==> config.mk <==
export PLATFORM = sky130hd
export DESIGN_NAME = cipher_msg_sequencer
export DESIGN_NICKNAME = d
export VERILOG_FILES = /design/src/rtl/cipher_msg_sequencer.sv
export SDC_FILE = /design/constraint.sdc
export NUM_CORES = 1
export LEC_CHECK = 0
export ABC_AREA = 1
export CORE_MARGIN = 10
export CORE_UTILIZATION = 57
export DETAILED_ROUTE_END_ITERATION = 16
export DONT_BUFFER_PORTS = 1
export GPL_ROUTABILITY_DRIVEN = 0
export HOLD_SLACK_MARGIN = 0.03
export MAX_ROUTING_LAYER = met4
export PLACE_DENSITY = 0.76
export RECOVER_POWER = 50
export SLEW_MARGIN = 20
export SYNTH_ARGS = -nofsm -noshare
export SYNTH_HDL_FRONTEND = slang
export SYNTH_SLANG_ARGS = --single-unit
==> constraint.sdc <==
create_clock -name clk -period 2.5 [get_ports clk]
set_input_delay 0.5 -clock clk [delete_from_list [all_inputs] [get_ports clk]]
set_output_delay 0.5 -clock clk [all_outputs]
set_load 0.02 [all_outputs]
==> src/rtl/cipher_msg_sequencer.sv <==
// Sequential front-end for the combinational cipher engine: buffers a message,
// case-folds it, waits the engine latency, then streams the result out.
module cipher_msg_sequencer #(
    parameter int unsigned MSG_LEN    = 5,
    parameter int unsigned SEC_LEN    = 7,
    parameter int unsigned ENGINE_LAT = 2
) (
    input  logic                 clk,
    input  logic                 rst_n,
    input  logic                 start,
    input  logic                 mode,
    input  logic                 s_valid,
    output logic                 s_ready,
    input  logic [7:0]           s_data,
    input  logic                 s_lc,
    output logic                 eng_sel,
    output logic [8*MSG_LEN-1:0] eng_in,
    input  logic [8*MSG_LEN-1:0] eng_out,
    output logic                 m_valid,
    input  logic                 m_ready,
    output logic [7:0]           m_data,
    output logic                 m_lc,
    output logic                 busy,
    output logic                 done
);

    localparam int unsigned   IW       = $clog2(MSG_LEN) + 1;
    localparam int unsigned   CW       = $clog2(ENGINE_LAT) + 1;
    localparam logic [IW-1:0] LAST_IDX = IW'(MSG_LEN - 1);

    if (MSG_LEN < 1 || ENGINE_LAT < 1 || SEC_LEN < 1) begin : g_param_check
        $error("cipher_msg_sequencer: MSG_LEN, ENGINE_LAT and SEC_LEN must be >= 1");
    end

    typedef enum logic [1:0] {ST_IDLE, ST_LOAD, ST_WAIT, ST_DRAIN} state_e;

    state_e                  state_q;
    logic [MSG_LEN-1:0][7:0] msg_q;
    logic [MSG_LEN-1:0][7:0] res_q;
    logic [MSG_LEN-1:0]      flag_q;
    logic [IW-1:0]           idx_q;
    logic [IW-1:0]           idx_d;
    logic [CW-1:0]           cnt_q;
    logic                    eng_sel_q;
    logic                    s_ready_q;
    logic                    m_valid_q;
    logic                    m_lc_q;
    logic                    busy_q;
    logic                    done_q;
    logic [7:0]              m_data_q;
    logic [7:0]              in_byte_d;
    logic                    in_flag_d;
    logic [7:0]              nxt_raw_d;
    logic                    nxt_flag_d;

    // Returns {m_lc, m_data} for one engine result byte.
    function automatic logic [8:0] present(input logic [7:0] raw, input logic fl,
                                           input logic dec);
        logic [8:0] r;
        r = {fl, raw};
        if (dec) begin
            r[8] = 1'b0;
            if (fl && raw >= 8'h41 && raw <= 8'h5A) r[7:0] = raw + 8'd32;
        end
        return r;
    endfunction

    always_comb begin
        in_byte_d = s_data;
        in_flag_d = s_lc;
        if (!eng_sel_q) begin
            in_flag_d = (s_data >= 8'h61 && s_data <= 8'h7A);
            if (in_flag_d) in_byte_d = s_data - 8'd32;
        end
        idx_d      = idx_q + IW'(1);
        nxt_raw_d  = '0;
        nxt_flag_d = 1'b0;
        for (int unsigned i = 0; i < MSG_LEN; i++) begin
            if (idx_d == IW'(i)) begin
                nxt_raw_d  = res_q[i];
                nxt_flag_d = flag_q[i];
            end
        end
    end

    always_ff @(posedge clk or negedge rst_n) begin
        if (!rst_n) begin
            state_q   <= ST_IDLE;
            msg_q     <= '0;
            res_q     <= '0;
            flag_q    <= '0;
            idx_q     <= '0;
            cnt_q     <= '0;
            eng_sel_q <= 1'b0;
            s_ready_q <= 1'b0;
            m_valid_q <= 1'b0;
            m_lc_q    <= 1'b0;
            m_data_q  <= '0;
            busy_q    <= 1'b0;
            done_q    <= 1'b0;
        end else begin
            done_q <= 1'b0;
            case (state_q)
                ST_IDLE: begin
                    if (start) begin
                        eng_sel_q <= mode;
                        idx_q     <= '0;
                        s_ready_q <= 1'b1;
                        busy_q    <= 1'b1;
                        state_q   <= ST_LOAD;
                    end
                end
                ST_LOAD: begin
                    if (s_valid && s_ready_q) begin
                        for (int unsigned i = 0; i < MSG_LEN; i++) begin
                            if (idx_q == IW'(i)) begin
                                msg_q[i]  <= in_byte_d;
                                flag_q[i] <= in_flag_d;
                            end
                        end
                        if (idx_q == LAST_IDX) begin
                            s_ready_q <= 1'b0;
                            cnt_q     <= CW'(ENGINE_LAT - 1);
                            state_q   <= ST_WAIT;
                        end else begin
                            idx_q <= idx_d;
                        end
                    end
                end
                ST_WAIT: begin
                    // Capture and present byte 0 on the same edge so m_valid
                    // rises ENGINE_LAT+1 cycles after the last input handshake.
                    if (cnt_q == '0) begin
                        res_q              <= eng_out;
                        idx_q              <= '0;
                        m_valid_q          <= 1'b1;
                        {m_lc_q, m_data_q} <= present(eng_out[7:0], flag_q[0], eng_sel_q);
                        state_q            <= ST_DRAIN;
                    end else begin
                        cnt_q <= cnt_q - CW'(1);
                    end
                end
                ST_DRAIN: begin
                    if (m_ready) begin
                        if (idx_q == LAST_IDX) begin
                            m_valid_q <= 1'b0;
                            m_lc_q    <= 1'b0;
                            busy_q    <= 1'b0;
                            done_q    <= 1'b1;
                            state_q   <= ST_IDLE;
                        end else begin
                            idx_q              <= idx_d;
                            {m_lc_q, m_data_q} <= present(nxt_raw_d, nxt_flag_d, eng_sel_q);
                        end
                    end
                end
                default: state_q <= ST_IDLE;
            endcase
        end
    end

    assign eng_in  = msg_q;
    assign eng_sel = eng_sel_q;
    assign s_ready = s_ready_q;
    assign m_valid = m_valid_q;
    assign m_data  = m_data_q;
    assign m_lc    = m_lc_q;
    assign busy    = busy_q;
    assign done    = done_q;

endmodule
==> metrics.cfg, run 1 <==
[logic_synthesis]
ys_seq_area_share_pct=50.32
synth_cells=678
synth_cell_types=31
synth_area_mm2=0.005321
syn_avg_cell_area_um2=7.849
syn-num-nets=746
yosysWarnings=0
synth_seq_cells=107

[place]
pre_cts_ws_ns=-0.2012
io_buffers=0
dp_hpwl_um=9985

[final_layout]
antenna_cells=0
final_layout_size_suffix_gt1_share_pct=13.82
area_growth_syn_to_layout_pct=14.08
final_nets=772

[routing]
drt_iter0_drc=417
num_vias=4693
drc=0
first_pass_iters=7
antenna_left=0
viasPerCell=5.723
wl_per_cell_um=18.25
wirelength_um=14970

[floorplan]
num_rows=35
dieArea_mm2=0.01360
die_h_um=116.6
die_w_um=116.6
pin_count=109
core_area_mm2=0.009153
initial_core_util_pct=58.14

[critical_path]
ff2ff_setup_slack_ns=-0.008
endpoint_kind=flop
r2r_end=m_data[5]
arrival_ns=2.79
r2r_cells=19
crit_required_ns=2.78
critPathMaxFanout=6
critPathKind=flop to flop
r2r_start=idx_q[0]
start_kind=flop

[sta]
fin_crit_sh_pct=100.3
timing.hold.ws_ns=-0.2120
fin_ws_ns=-0.008371
skew_ns=0.01801
slew_violations=0
setup_tns_ns=-0.01696
setup_viol=3
period_needed_ns=2.508
relSlewSlack_pct=60.23
rsz0062_at_grt=true
tightest_slew_ns=0.5948
hold_viol=107
max_freq_mhz=398.7

[grt]
antenna_found_initial=0
grt.total_usage_pct=21.40
grt_pass1_wl_um=22260
grt_max_degree=108
grt_overflow=0
grt_pass1_vias=4471

[clock_network]
cts.sinks=107
clock-root-buffer=clkbuf_8
clock_latency_ns=0.40
cts_buffers=9
h-tree-depth=3
clk_pin_slew_ns=0.11
cts_tree=built
cts_buffer_depth=2

[power]
vdd_drop_max_mv=0.7182
p_per_area_mw_per_mm2=1283
leakagePower_uw=0.003072

[hold_path]
hp-class=primary input to asynchronous set/reset pin

[run]
maxCapViolations=0

[run_status]
violations=negative hold slack, negative setup slack
status=finished, violations left

==> where the power goes <==
part           internal [uW]  switching, uW
Combinational           1200           1980
Clock                    398            681
Sequential              2490           1030
==> cells in the mapped netlist <==
cell type	number	area share, %
a211oi_1	1	0.14
a21oi_1	21	2.0
a21oi_2	5	0.82
a31oi_1	2	0.24
a41oi_1	1	0.16
buf_1	2	0.14
buf_2	7	0.66
buf_6	3	0.63
clkbuf_1	14	0.99
clkinv_1	1	0.070
dfrtp_1	107	50
ha_1	13	3.1
inv_1	85	6.0
nand2_1	223	16
nand2_4	1	0.21
nand3_1	21	2.0
nand3_2	1	0.19
nand3_4	1	0.33
nand4_1	23	2.7
nand4_2	1	0.24
nor2_1	42	3.0
nor3_1	7	0.66
nor4_1	1	0.12
o211ai_1	1	0.14
o21ai_0	84	7.9
o21ai_1	1	0.094
o22ai_1	2	0.24
o32ai_1	2	0.33
or2_1	2	0.24
or2_2	2	0.24
xnor2_4	1	0.52
==> per-stage QoR <==
step                area, um^2  cells  power [uW]  util (%)
finish                    6071    820        7788     66.33
global route              6071    820        8400     66.33
CTS                       5728    800        7316     62.58
detailed placement        5474    782        6187     59.81
global placement          5474    782        6073     59.81
floorplan                 5321    678        5348         -
==> state kept, by name, indices dropped and copies added (netlist names) <==
name,count
busy,1
eng_in,40
m_lc,1
flag_q,5
state_q,2
m_data,8
cnt_q,2
s_ready,1
res_q,40
m_valid,1
done,1
eng_sel,1
idx_q,4
==> per-layer routing <==
layer	global-route usage, %	up-vias	part of all wire, %
met5	-	-	0
met1	25.69	2235	40
met2	34.58	198	50
met3	5.187	35	8.3
met4	7.578	0	2.5
li1	-	2225	-
==> critical path, cell delays in order, from the launching register on <==
cell,delay (ns)
dfrtp_1,0.44
buf_6,0.16
nand3_1,0.11
nand2_2,0.13
nand2_4,0.12
buf_4,0.18
nand4_1,0.07
nand2_1,0.06
inv_1,0.06
nand2_1,0.07
a21oi_2,0.20
nand2_2,0.12
nor2_2,0.17
nand2_1,0.07
nand2_1,0.08
nand2_1,0.08
nand2_1,0.09
nand2_1,0.05
nand2_1,0.07
a21oi_2,0.05
==> cells in the final DEF (no fill, tap or decap), types with 3 or more instances in the layout <==
cell type / count
a21oi_1: 16
a21oi_2: 8
buf_4: 26
buf_6: 8
clkbuf_8: 9
dfrtp_1: 106
ha_1: 8
ha_4: 4
inv_1: 82
nand2_1: 216
nand2_2: 6
nand2_4: 3
nand3_1: 20
nand3_2: 3
nand4_1: 23
nor2_1: 37
nor2_2: 5
nor3_1: 6
o21ai_0: 81
o21ai_1: 3
==> worst max path at each step <==
stage	start	to	cells past startpoint
final	idx_q[0]	m_data[5]	19
after global routing	idx_q[1]	m_data[5]	18
after CTS	idx_q[1]	m_data[5]	14
after detailed placement	idx_q[0]	m_data[6]	16
after global placement	idx_q[0]	m_data[6]	16
after floorplan	idx_q[0]	m_data[6]	13
==> repair_timing <==
action                                  CTS  global route
buffers inserted                          1            16
cloned                                    1             4
resized for setup                         6            46
endpoints found under the setup margin    6             3
hold endpoints to repair                107           107
pin swaps                                 1            11
==> area by class of cell <==
cell class,count,area [um^2]
clock buffers,9,123.9
clock inverters,7,80.08
fillers,727,3082
inverters,86,325.3
multi-input cells,463,2391
flip-flops and latches,107,2679
well taps,111,138.9
repair buffers,37,332.8
==> kinds of logic after synthesis <==
family | after synthesis | share of synthesized area, %
adder cells (fa/ha/maj) | 13 | 3.057
AO/OA/AOI/OAI | 120 | 12.04
XOR/XNOR | 1 | 0.5173
flip-flops | 107 | 50.32
buffers and inverters | 112 | 8.488
AND/OR/NAND/NOR | 325 | 25.58
Power figures use the tool's default switching activity.
==> run 2, diff against run 1 <==
--- a/config.mk
+++ b/config.mk
@@ -5,7 +5,7 @@
 export SDC_FILE = /design/constraint.sdc
 export NUM_CORES = 1
 export LEC_CHECK = 0
-export ABC_AREA = 1
+export ABC_AREA = 0
 export CORE_MARGIN = 10
 export CORE_UTILIZATION = 57
 export DETAILED_ROUTE_END_ITERATION = 16
==> run 2 against run 1 <==
The flow still finishes with violations (negative hold slack, negative setup slack). Worst hold slack improved by 0.021 ns. Clock power increased by 12%. Synthesized cell count fell by 29%. Wire length shrank 9.8%. Register-to-register slack worse by 0.13 ns. Critical path type unchanged.
==> metrics.cfg, run 2 <==
[floorplan]
dieArea_mm2=0.01342  ; -1.4%
die_w_um=115.8  ; -0.68%
pin_count=109  ; unchanged
num_rows=34  ; -2.9%
core_area_mm2=0.008848  ; -3.3%
initial_core_util_pct=59.15  ; +1.0 points
die_h_um=115.8  ; -0.68%

[sta]
skew_ns=0.01155  ; -0.006459 ns
hold_viol=107  ; unchanged
fin_crit_sh_pct=105.6  ; +5.3 points
slew_violations=0  ; unchanged
timing.hold.ws_ns=-0.1909  ; +0.02116 ns
tightest_slew_ns=0.5520  ; -0.04281 ns
max_freq_mhz=378.7  ; -5.0%
rsz0062_at_grt=true
setup_viol=3  ; unchanged
period_needed_ns=2.641  ; +0.1326 ns
fin_ws_ns=-0.1410  ; -0.1326 ns
relSlewSlack_pct=62.25  ; +2.0 points

[final_layout]
final_layout_size_suffix_gt1_share_pct=31.51  ; +18 points
final_cell_area_mm2=0.005974  ; -1.6%
area_growth_syn_to_layout_pct=14.15  ; about the same
fill_cells=667  ; -8.3%
final_common_cell=dfrtp_1
finish.utilization_pct=67.52  ; +1.2 points
final_cell_mix=dfrtp_1 (105), mux2_2 (70), nand2_1 (50)
final_nets=574  ; -26%
antenna_cells=0  ; unchanged
final_cells=619  ; -25%

[grt]
grt_max_degree=108  ; unchanged
grt.total_usage_pct=20.04  ; -1.4 points
grt_overflow=0  ; unchanged
antenna_found_initial=0  ; unchanged
grt_pass1_wl_um=20530  ; -7.7%
grt_pass1_vias=3894  ; -13%

[logic_synthesis]
synth_top_family_by_area=multiplexers
ys_seq_area_share_pct=51.16  ; +0.84 points
synth-simple-area-share_pct=11.62  ; -14 points
synthMuxAreaShare_pct=15.44  ; +15 points
netlist.top_cell.by_area=dfrtp_1
syn_avg_cell_area_um2=10.86  ; +38%
yosysMostFrequentCell=dfrtp_1
syn-num-nets=550  ; -26%
synth_cells=482  ; -29%
synth_flop_cell=dfrtp_1
synth_compound_area_share_pct=15.18  ; +3.1 points
synth_top_area_share_pct=51.16  ; +0.84 points
yosysWarnings=0  ; unchanged
synth_cell_types=55  ; +77%
synthAdderAreaFrac_pct=3.108  ; +0.051 points
synth-xor-area-share_pct=0  ; -0.52 points
synth_area_mm2=0.005234  ; -1.6%
synth_edf_count=0  ; unchanged
synthArstFlopShare_pct=100.0  ; unchanged
synthTopCellsByCount=dfrtp_1 (107), mux2_2 (70), nand2_1 (52), o21ai_0 (38), nor2_1 (30)
synthTopCellsByArea=dfrtp_1 (51%), mux2_2 (15%), nand2_1 (3.7%)
synth_seq_cells=107  ; unchanged

[power]
vdd_drop_max_mv=0.8505  ; +18%
p_per_area_mw_per_mm2=1466  ; +14%
leakagePower_uw=0.002637  ; -14%
power.total_uw=8760  ; +12%

[clock_network]
cts_tree=built
clock-root-buffer=clkbuf_8
clk_pin_slew_ns=0.10  ; about the same
cts.sinks=107  ; unchanged
cts_buffers=9  ; unchanged
clock_latency_ns=0.37  ; -0.03 ns
cts_buffer_depth=2  ; unchanged
h-tree-depth=3  ; unchanged

[routing]
wl_per_cell_um=21.80  ; +19%
first_pass_iters=5  ; -2
num_vias=3928  ; -16%
wirelength_um=13500  ; -9.8%
viasPerCell=6.346  ; +11%
drt_iter0_drc=349  ; -16%
antenna_left=0  ; unchanged
drc=0  ; unchanged

[place]
pre_cts_ws_ns=-0.1249  ; +0.07628 ns
place_area_mm2=0.005488  ; +0.25%
io_buffers=0  ; unchanged
dpl.cell_count=595  ; -24%
dp_hpwl_um=9589  ; -4.0%

[critical_path]
cp_cell_sequence=ha_4 > and2_1 > a21o_1 > o21a_4 > buf_4 > a22oi_2 > nand3_2 > a221oi_4 > o211ai_1 > a41o_1
start_kind=flop
endpoint_kind=flop
arrival_ns=2.90  ; +0.11 ns
cpPeakStageDelay_ns=0.52  ; +0.08 ns
crit_required_ns=2.76  ; -0.02 ns
critPathKind=flop to flop
critPathSlowestCell=dfrtp_2
critPathMaxFanout=7  ; +1

[run_status]
status=finished, violations left
violations=negative hold slack, negative setup slack

[hold_path]
hp-class=primary input to asynchronous set/reset pin

[run]
maxCapViolations=0  ; unchanged

==> run 2: final cells by class <==
type	instances	area [um^2]	area share, %
repair buffers	36	286.5	4.796
well taps	108	135.1	2.262
inverters	19	73.82	1.236
multi-input cells	333	2562	42.89
clock inverters	7	112.6	1.885
clock buffers	9	123.9	2.073
flip-flops and latches	107	2680	44.86
==> run 2: stage by stage <==
| stage | TNS (ns) | hold slack [ns] |
|---|---|---|
| after floorplan | 0 | 0.2044 |
| after global placement | 0 | 0.2092 |
| after detailed placement | -0.2180 | 0.2091 |
| after CTS | 0 | -0.1966 |
| after global routing | -0.4712 | -0.2176 |
| final | -0.2184 | -0.1909 |
==> run 2: repair_timing <==
item	CTS	global route
setup endpoints to repair	2	3
pin swaps	2	19
resized for setup	11	31
hold endpoints to repair	107	107
gates cloned	0	1
buffers inserted	3	4
==> run 2: routing by layer <==
| metal | track usage (%) | share of wire (%) | vias to the layer above |
|---|---|---|---|
| met5 | - | 0 | - |
| met4 | 6.172 | 2.3 | 0 |
| met3 | 7.545 | 10 | 37 |
| met2 | 30.94 | 48 | 176 |
| met1 | 23.95 | 39 | 1944 |
| li1 | - | - | 1771 |
==> run 2: report_power, final <==
part / switching, uW / total [uW] / internal, uW
clock network: 630 / 1210 / 583
registers: 1150 / 3690 / 2540
logic: 1940 / 3860 / 1920
==> run 2: worst paths after layout <==
path,slack [ns],startpoint,to,cells after the start
min in group clk,0.27,eng_out[8],res_q[8],1
max,-0.14,idx_q[0],m_data[6],10
max reg2reg,-0.14,idx_q[0],m_data[6],10
min reg2reg,0.50,flag_q[2],flag_q[2],2
min,-0.19,rst_n,m_data[1],0
max in group asynchronous,2.50,rst_n,idx_q[0],0
==> run 2: kinds of logic (layout without fill, tap and decap cells) <==
group                    after synthesis  after routing
buffers and inverters                 43             71
multiplexers                          72             72
AO/OA/AOI/OAI                        118            118
AND/OR/NAND/NOR                      129            130
adder cells (fa/ha/maj)               13             13
flip-flops                           107            107
==> run 2: worst max-delay path: cells and delay by family (launching register included) <==
| kind | cells | cell delay (ns) |
|---|---|---|
| buffers and inverters | 1 | 0.15 |
| AND/OR/NAND/NOR | 2 | 0.29 |
| AO/OA/AOI/OAI | 6 | 1.36 |
| flip-flops | 1 | 0.52 |
| adder cells (fa/ha/maj) | 1 | 0.22 |
==> run 3, diff against run 2 <==
--- a/config.mk
+++ b/config.mk
@@ -7,13 +7,13 @@
 export LEC_CHECK = 0
 export ABC_AREA = 0
 export CORE_MARGIN = 10
-export CORE_UTILIZATION = 57
+export CORE_UTILIZATION = 23
 export DETAILED_ROUTE_END_ITERATION = 16
 export DONT_BUFFER_PORTS = 1
 export GPL_ROUTABILITY_DRIVEN = 0
 export HOLD_SLACK_MARGIN = 0.03
 export MAX_ROUTING_LAYER = met4
-export PLACE_DENSITY = 0.76
+export PLACE_DENSITY = 0.38
 export RECOVER_POWER = 50
 export SLEW_MARGIN = 20
 export SYNTH_ARGS = -nofsm -noshare
==> run 3 against run 2 <==
Clock skew down 0.0015 ns. Design area up 7.2%. Largest cell class unchanged. The run ends with negative hold slack left. Largest power group unchanged. Non-clock buffer count up 22. Count of clock-buffer cells in the layout unchanged. Critical endpoint unchanged. Clock power up 13%.
==> metrics.cfg, run 3 (synthesis gave the netlist of run 2 again) <==
[run_status]
status=finished, violations left
violations=negative hold slack

[sta]
fin_crit_sh_pct=98.63  ; -7.0 points
setup_viol=0  ; -3
hold_viol=107  ; unchanged
setup_tns_ns=0  ; +0.2184 ns
period_needed_ns=2.466  ; -0.1751 ns
rsz0062_at_grt=true
slew_violations=0  ; unchanged
timing.hold.ws_ns=-0.1694  ; +0.02149 ns
max_freq_mhz=405.5  ; +7.1%
skew_ns=0.01001  ; -0.001535 ns
tightest_slew_ns=0.5644  ; +0.01241 ns
relSlewSlack_pct=62.02  ; -0.22 points

[power]
leakagePower_uw=0.002761  ; +4.7%
vdd_drop_max_mv=0.4608  ; -46%
p_per_area_mw_per_mm2=1417  ; -3.4%

[critical_path]
start_kind=flop
critPathMaxFanout=16  ; +9
cpPeakStageDelay_ns=0.46  ; -0.06 ns
cp_cell_sequence=inv_2 > ha_4 > buf_4 > o21ai_0 > a22oi_1 > nand3b_1 > a211oi_2 > and3_4 > o211ai_1 > a41o_1
endpoint_kind=flop
arrival_ns=2.71  ; -0.19 ns
critPathBufInv=2  ; +1
crit_required_ns=2.74  ; -0.02 ns
ff2ff_setup_slack_ns=0.03  ; +0.18 ns
critPathKind=flop to flop
path_delay_family=compound AO/OA/AOI/OAI gates
critPathSlowestCell=dfrtp_2

[routing]
drt_iter0_drc=144  ; -59%
drc=0  ; unchanged
wirelength_um=16080  ; +19%
num_vias=3782  ; -3.7%
viasPerCell=4.623  ; -27%
wl_per_cell_um=19.66  ; -9.8%
first_pass_iters=4  ; -1
antenna_left=0  ; unchanged

[floorplan]
core_area_mm2=0.02250  ; +150%
die_h_um=170.9  ; +48%
num_rows=55  ; +62%
dieArea_mm2=0.02919  ; +120%
initial_core_util_pct=23.26  ; -36 points
pin_count=109  ; unchanged
die_w_um=170.9  ; +48%

[clock_network]
cts_tree=built
cts_buffer_depth=2  ; unchanged
clock_latency_ns=0.35  ; -0.02 ns
clk_pin_slew_ns=0.08  ; -0.02 ns
clock-root-buffer=clkbuf_16
h-tree-depth=3  ; unchanged
cts.sinks=107  ; unchanged
cts_buffers=9  ; unchanged

[final_layout]
final_cell_mix=dfrtp_1 (104), mux2_2 (70), buf_4 (54)
fill_cells=2332  ; +250%
final_layout_size_suffix_gt1_share_pct=34.21  ; +2.7 points
final_nets=596  ; +3.8%
multi_input_area_mm2=0.002565  ; about the same
final_common_cell=dfrtp_1
area_growth_syn_to_layout_pct=22.38
ff_latch_area_mm2=0.002681  ; about the same

[grt]
grt_pass1_vias=4082  ; +4.8%
antenna_found_initial=0  ; unchanged
grt_pass1_wl_um=24560  ; +20%
grt_max_degree=108  ; unchanged
grt_overflow=0  ; unchanged
grt.total_usage_pct=11.38  ; -8.7 points

[place]
io_buffers=0  ; unchanged
dp_hpwl_um=11800  ; +23%

[hold_path]
hp-class=primary input to asynchronous set/reset pin

[run]
maxCapViolations=0  ; unchanged

==> run 3: changes by cell type in the layout (fill, tap and decap cells not counted), sizes merged <==
cell	before	now
buf	36	57
bufinv	2	0
diode	0	1
clkinv	3	2
inv	20	22
clkbuf	9	10
==> run 3: area by class of cell <==
cell class | instances | share of cell area (%)
inverter | 19 | 1.113
timing repair buffer | 58 | 7.072
tap | 285 | 5.567
multi-input combinational | 333 | 40.05
antenna | 1 | 0.03907
sequential | 107 | 41.86
clock buffer | 9 | 3.516
clock inverter | 6 | 0.7814
==> run 3: final timing paths <==
| kind | startpoint | to | cells past startpoint |
|---|---|---|---|
| worst max-delay path | idx_q[0] | m_data[6] | 10 |
| min in group clk | eng_out[19] | res_q[19] | 1 |
| worst min-delay path | rst_n | res_q[17] | 0 |
| worst min register to register | flag_q[3] | flag_q[3] | 2 |
| max in group asynchronous | rst_n | idx_q[2] | 0 |
| worst max register to register | idx_q[0] | m_data[6] | 10 |
==> run 3: worst register-to-register path, cell delays in order (launching register included) <==
cell	delay [ns]
dfrtp_2	0.46
inv_2	0.10
ha_4	0.23
buf_4	0.15
o21ai_0	0.20
a22oi_1	0.14
nand3b_1	0.21
a211oi_2	0.30
and3_4	0.26
o211ai_1	0.10
a41o_1	0.22
==> run 3: per-layer routing <==
layer  vias up  part of all wire (%)  track usage [%]
met5         -                     0                -
met4         0                  0.63            3.025
met3         9                    11            5.899
met2        97                    47            17.98
met1      1871                    41            12.41
li1       1805                     -                -
==> run 3: timing repair <==
action	in CTS	in global routing
resized for setup	28	17
endpoints found under the hold margin	107	107
cloned	1	0
pin swaps	7	15
setup buffers	5	5
setup endpoints to repair	12	4
==> run 3: power breakdown <==
group / switching [uW] / total [uW] / internal (uW)
Clock: 687 / 1370 / 686
Combinational: 1910 / 4000 / 2090
Sequential: 1160 / 3700 / 2540
Total: 3760 / 9080 / 5310
==> run 3: metrics by stage <==
step                      cells  total power (uW)  instance area (um^2)  util (%)  setup WS (ns)
final                       818              9076                  6405     28.46        0.03417
after global routing        817              9764                  6402     28.45       -0.05430
after CTS                   812              9047                  6302     28.01       0.007436
after detailed placement    791              7324                  5852     26.01        -0.2834
after global placement      791              7277                  5852     26.01        -0.2481
after floorplan             482              5872                  5234         -       0.003779
